### src/rtl/alu_issue.sv
// alu_issue: issue and writeback stage around the registered-output 8-bit alu.
// Two occupancy bits (ex_valid, wb_valid) form the whole pipeline; an 8x8
// register file supplies operands and takes the ALU result one cycle later.
// Optional build macro ALU_ISSUE_FWD_EN: WB->EX forwarding, one instruction
// per cycle. Without it, issue is throttled to one instruction per 2 cycles.
module alu_issue #(
    parameter logic [7:0] RF_RESET = 8'h00
) (
    input  logic       clk,
    input  logic       rst_n,
    input  logic [15:0] ins,
    input  logic       ins_valid,
    output logic       ins_ready,
    output logic [7:0] alu_a,
    output logic [7:0] alu_b,
    output logic [2:0] alu_op,
    output logic [2:0] alu_shamt,
    input  logic [7:0] alu_out,
    input  logic [3:0] alu_flags,
    output logic [3:0] status,
    output logic       retire,
    input  logic [2:0] dbg_addr,
    output logic [7:0] dbg_data
);

    localparam int unsigned DW   = 8;
    localparam int unsigned AW   = 3;
    localparam int unsigned NREG = 8;

    logic [DW-1:0] rf [NREG];

    logic          ex_valid;
    logic [2:0]    ex_op;
    logic [AW-1:0] ex_rd;
    logic [AW-1:0] ex_rs1;
    logic [AW-1:0] ex_rs2;
    logic          ex_fe;
    logic [2:0]    ex_shamt;

    logic          wb_valid;
    logic [AW-1:0] wb_rd;
    logic          wb_fe;

    logic          accept;
    logic [DW-1:0] src_a;
    logic [DW-1:0] src_b;

    // N and C from the alu are not architected
    logic unused_flags;
    assign unused_flags = ^alu_flags[2:1];

`ifdef ALU_ISSUE_FWD_EN
    assign ins_ready = 1'b1;
`else
    assign ins_ready = !ex_valid;
`endif

    assign accept = ins_valid && ins_ready;
    assign retire = wb_valid;

    // Occupancy bits, register file and status; synchronous reset drops in-flight work
    always_ff @(posedge clk) begin
        if (!rst_n) begin
            ex_valid <= 1'b0;
            wb_valid <= 1'b0;
            status   <= 4'h0;
            rf[0]    <= '0;
            for (int i = 1; i < int'(NREG); i++) begin
                rf[i] <= RF_RESET;
            end
        end else begin
            ex_valid <= accept;
            wb_valid <= ex_valid;
            if (wb_valid) begin
                if (wb_rd != '0) begin
                    rf[wb_rd] <= alu_out;
                end
                if (wb_fe) begin
                    status <= {alu_flags[3], 2'b00, alu_flags[0]};
                end
            end
        end
    end

    // EX and WB slot payloads; qualified by the occupancy bits, so no reset needed
    always_ff @(posedge clk) begin
        if (accept) begin
            ex_op    <= ins[15:13];
            ex_rd    <= ins[12:10];
            ex_rs1   <= ins[9:7];
            ex_rs2   <= ins[6:4];
            ex_fe    <= ins[3];
            ex_shamt <= ins[2:0];
        end
        if (ex_valid) begin
            wb_rd <= ex_rd;
            wb_fe <= ex_fe;
        end
    end

    // Operand read, optional forwarding from the instruction in WB
    always_comb begin
        src_a = (ex_rs1 == '0) ? '0 : rf[ex_rs1];
        src_b = (ex_rs2 == '0) ? '0 : rf[ex_rs2];
`ifdef ALU_ISSUE_FWD_EN
        if (wb_valid && (wb_rd != '0) && (wb_rd == ex_rs1)) begin
            src_a = alu_out;
        end
        if (wb_valid && (wb_rd != '0) && (wb_rd == ex_rs2)) begin
            src_b = alu_out;
        end
`endif
    end

    // ALU drive is quiet when the EX slot is empty
    always_comb begin
        alu_a     = '0;
        alu_b     = '0;
        alu_op    = '0;
        alu_shamt = '0;
        if (ex_valid) begin
            alu_a     = src_a;
            alu_b     = src_b;
            alu_op    = ex_op;
            alu_shamt = ex_shamt;
        end
    end

    // Debug port shows committed state only
    always_comb begin
        dbg_data = (dbg_addr == '0) ? '0 : rf[dbg_addr];
    end

endmodule
### config.mk
export PLATFORM = sky130hd
export DESIGN_NAME = alu_issue
export DESIGN_NICKNAME = d
export VERILOG_FILES = /design/src/rtl/alu_issue.sv
export SDC_FILE = /design/constraint.sdc
export NUM_CORES = 1
export LEC_CHECK = 0
export BUFFER_PORTS_ARGS = -buffer_cell sky130_fd_sc_hd__buf_2
export CAP_MARGIN = 10
export CORE_ASPECT_RATIO = 1.25
export CORE_UTILIZATION = 52
export DETAILED_ROUTE_END_ITERATION = 12
export PLACE_DENSITY = 0.74
export SLEW_MARGIN = 15
export SYNTH_ARGS = -nofsm -noshare
export SYNTH_HDL_FRONTEND = slang
export SYNTH_SLANG_ARGS = --single-unit
### constraint.sdc
create_clock -name clk -period 1.55 [get_ports clk]
set_input_delay 0.0775 -clock clk [delete_from_list [all_inputs] [get_ports clk]]
set_output_delay 0.0775 -clock clk [all_outputs]
set_load 0.02 [all_outputs]
# After elaboration in Yosys (flattened, before gate mapping)
# Memories as Yosys holds them, arrays and structs flattened. A register that Yosys moved wholly into a read port is not among the register bits.
# Index checks and enable logic that the tools add are counted.
[totals] regBits=24 wordCells=37 memories=1 ram_bits=64
[mem_list] name="rf" depth=8 width=8 read_ports=3 rd_ports_with_merged_regs=2 wr=8 line="30" source="logic [DW-1:0] rf [NREG];"
[classes] reduce_logical=8 n_mux=17
[ops] cell="two-way mux 8 bit" count=6
[ops] cell="two-way mux 3 bit" count=5
[ops] cell="logical NOT 3 bit" count=3
[ops] cell="OR reduction 8 bit" count=1
[ops] cell="two-way mux 1 bit" count=6
[ops] cell="nonzero test 3 bit" count=1
[ops] cell="AND reduction 2 bit" count=1
[ops] cell="logical AND 1 bit" count=1
[ops] cell="logical NOT 1 bit" count=1

# Logic depth before layout (Yosys ltp)
[depth] depth_word=7 ltp_mapped=5 ltp_nobuf=3

# Least setup slack after synthesis
# No wires, ideal clock.
[synth_path] kind="register to register" startpoint="register wb_valid (netlist: retire)" endpoint="memory rf[3][0], enable pin" t_arrival_ns=1.378 stages_incl_launch_ff=3 setup_slack_ns=-0.212 cell_sequence="dfxtp_1 nand3_1 o21ai_0"
[synth_lines] item="start, declared" line="40" source="logic wb_valid;"
[synth_lines] item="start signal, assigned" line="73" source="wb_valid <= ex_valid;"
[synth_lines] item="end, declared" line="30"

==> flow_summary.yaml <==
yosys:
  syn_area_mm2: 0.00482
  synth_top_area_cell: "edfxtp_1"
  ys_warn_count: 0
  async_flop_share: 0
  yosys_register_bits: 94
  yosysMostFrequentCell: "edfxtp_1"
  seq_area_frac_synth: 0.565
  synth_edf_count: 84
  synth_cell_type_count: 28
  synth_commonest_cells: "edfxtp_1, and2_1, mux4_2, a22o_1, mux2_2"
  ys.flop_type: "edfxtp_1"
  synth_top_area_frac: 0.524
  syn_avg_cell_area_um2: 15.7
  synthCells: 307
  synth_area_leaders: "edfxtp_1, mux4_2, and2_1, mux4_1, dfxtp_1"
detailed_routing:
  wire_per_inst_um: 20.7
  num_vias: 3141
  drc: 0
  via_per_inst: 5.76
  drt_iter0_markers: 222
  routed_wl_um: 11300
  postRouteAntennaNets: 0
  drtPass1Iterations: 4
grt:
  grt_pass1_vias: 3161
  grt_max_degree: 24
  use_met2: 0.475
  grt.busiest_layer: "met2"
  grt_pass1_wl_um: 16900
  grtUsageMet3: 0.0368
  antenna_found_initial: 0
  met1_usage: 0.269
  overflow: 0
  grt_util_all_layers: 0.258
outcome:
  outcome: "finished with violations"
  violations: "negative setup slack"
pwr:
  power_density_mw_per_mm2: 923
  irDropWorstVdd_uv: 631
  swShare: 0.244
  power_uw: 5670
  pwr-share-clk: 0.309
  p_seq_frac: 0.523
  p_leak_uw: 0.00234
  p_switching_uw: 1380
  power_frac_comb: 0.168
  intPower_uw: 4280
cts:
  cts_tree: "built"
  root_buffer: "clkbuf_8"
  cts.path.max_buffers: 2
  cts.htree.levels: 3
  clk_pin_slew_ns: 0.09
  numClockSinks: 94
  worst_skew_pair.late_latency_ns: 0.36
  cts_inserted_buffers: 9
hold_path:
  hold_path.startpoint: "rst_n"
  hp-class: "in2reg"
finish:
  fin_nets: 454
  drive_gt1_frac: 0.449
  syn_to_final_growth_pct: 27.3
  diodes: 0
  design_area_mm2: 0.00614
die:
  pin_count: 70
  coreArea_mm2: 0.00884
  start_util: 0.545
  die_h_um: 110
  die_w_um: 88.1
  num_rows: 38
  die-area_mm2: 0.00966
job:
  max-cap-violations: 0
timing:
  finalSetupTns_ns: -6.20
  relSlewSlack: 0.640
  drv_slew: 0
  rsz0062_at_grt: "yes"
  worst_pin_slew_ns: 0.539
  max_freq_mhz: 521
  fin_skew_ns: 0.0140
  period_minus_slack_ns: 1.92
  holdWs_ns: 0.0618
  fin_ws_ns: -0.369
  hold_viol_final: 0
  finalSetupViolCount: 24
  post-route-period-util: 1.24
place:
  dp_hpwl_um: 7640
  portBuffers: 65
  placed_cell_area_mm2: 0.00546
  place_ws_ns: -0.0498
  gp_congestion: 0.819
worst_setup_path:
  crit_chain: "buf_12 -> mux4_2 -> a22o_1 -> buf_6"
  path_class: "reg2out"
  crit_path_max_fanout: 8
  crit_path_top_delay_cell: "mux4_2"
  slowest_delay_ns: 0.50
  crit_path_end_kind: "primary output"
  reg2reg_from: "wb_rd[0]$_DFFE_PP_"
  arrival_ns: 1.84
  critPathTopFamily: "multiplexers"
  path_buf_inv: 2
  startpoint_type: "flop"
  cp.required_ns: 1.47
[logic make-up after synthesis]
family / after synthesis / synth area share
AO/OA/AOI/OAI: 40 / 0.0600
buffers and inverters: 27 / 0.0327
flip-flops: 94 / 0.565
multiplexers: 54 / 0.227
other: 1 / 0.000778
AND/OR/NAND/NOR: 91 / 0.115
[path summary, 6_finish.rpt]
| check | to | slack [ns] | depth (start not counted) |
|---|---|---|---|
| min reg2reg | wb_rd[2]$_DFFE_PP_ | 0.43 | 0 |
| max | alu_b[7] | -0.37 | 4 |
| min | ex_valid$_SDFF_PN0_ | 0.06 | 2 |
| max reg2reg | rf[2][0]$_SDFFCE_PN0P_ | 0.08 | 2 |
[cell usage in the layout, fill, tap and decap left out, types with 6 or more instances in the layout]
cell           instances
conb_1                10
buf_2                 43
a221oi_2               6
clkbuf_8               9
and2_1                63
a22o_1                16
inv_2                  7
a21oi_2                6
nor2_1                 7
dlygate4sd3_1         18
dfxtp_1                8
mux2_2                12
buf_6                 18
edfxtp_1              84
buf_4                 25
mux4_2                40
[power groups by stage]
| stage | sequential (µW) | combinational, µW | clock (µW) |
|---|---|---|---|
| CTS | 2960 | 932 | 1780 |
| finish | 2960 | 954 | 1750 |
| floorplan | 2980 | 530 | 0 |
| detailed placement | 3000 | 797 | 0 |
| global placement | 2990 | 785 | 0 |
| global route | 2970 | 1010 | 1870 |
[routing by layer]
layer	vias to the layer above	part of all wire
met5	-	0
met4	0	0.043
met3	28	0.063
met2	155	0.56
met1	1538	0.33
li1	1420	-
[sequential cells by signal (all words and copies together) (netlist names), named ones only]
name,cells
ex_fe,1
ex_shamt,3
rf,64
status,2
wb_fe,1
ex_rd,3
ex_rs2,3
wb_rd,3
ex_valid,1
retire,1
ex_rs1,3
ex_op,3
[area by class of cell]
| type | count | area [µm²] |
|---|---|---|
| clock buffer | 9 | 124 |
| clock inverter | 7 | 96.3 |
| fill | 618 | 2710 |
| inverter | 9 | 33.8 |
| multi-input combinational | 195 | 2060 |
| sequential | 94 | 2730 |
| tap | 120 | 150 |
| timing repair buffer | 111 | 941 |
[stage by stage]
step                utilization  cells
floorplan                     -    316
global placement          0.618    509
detailed placement        0.618    509
CTS                       0.688    545
global route              0.694    545
finish                    0.694    545
[what timing repair did]
action	in CTS	in global routing
setup buffers	0	0
pin swaps	15	5
endpoints found under the setup margin	24	24
resized for setup	75	9
hold buffers	18	0
endpoints found under the hold margin	24	0
cloned	2	0
Note: power is estimated with default switching activity, not from simulation.
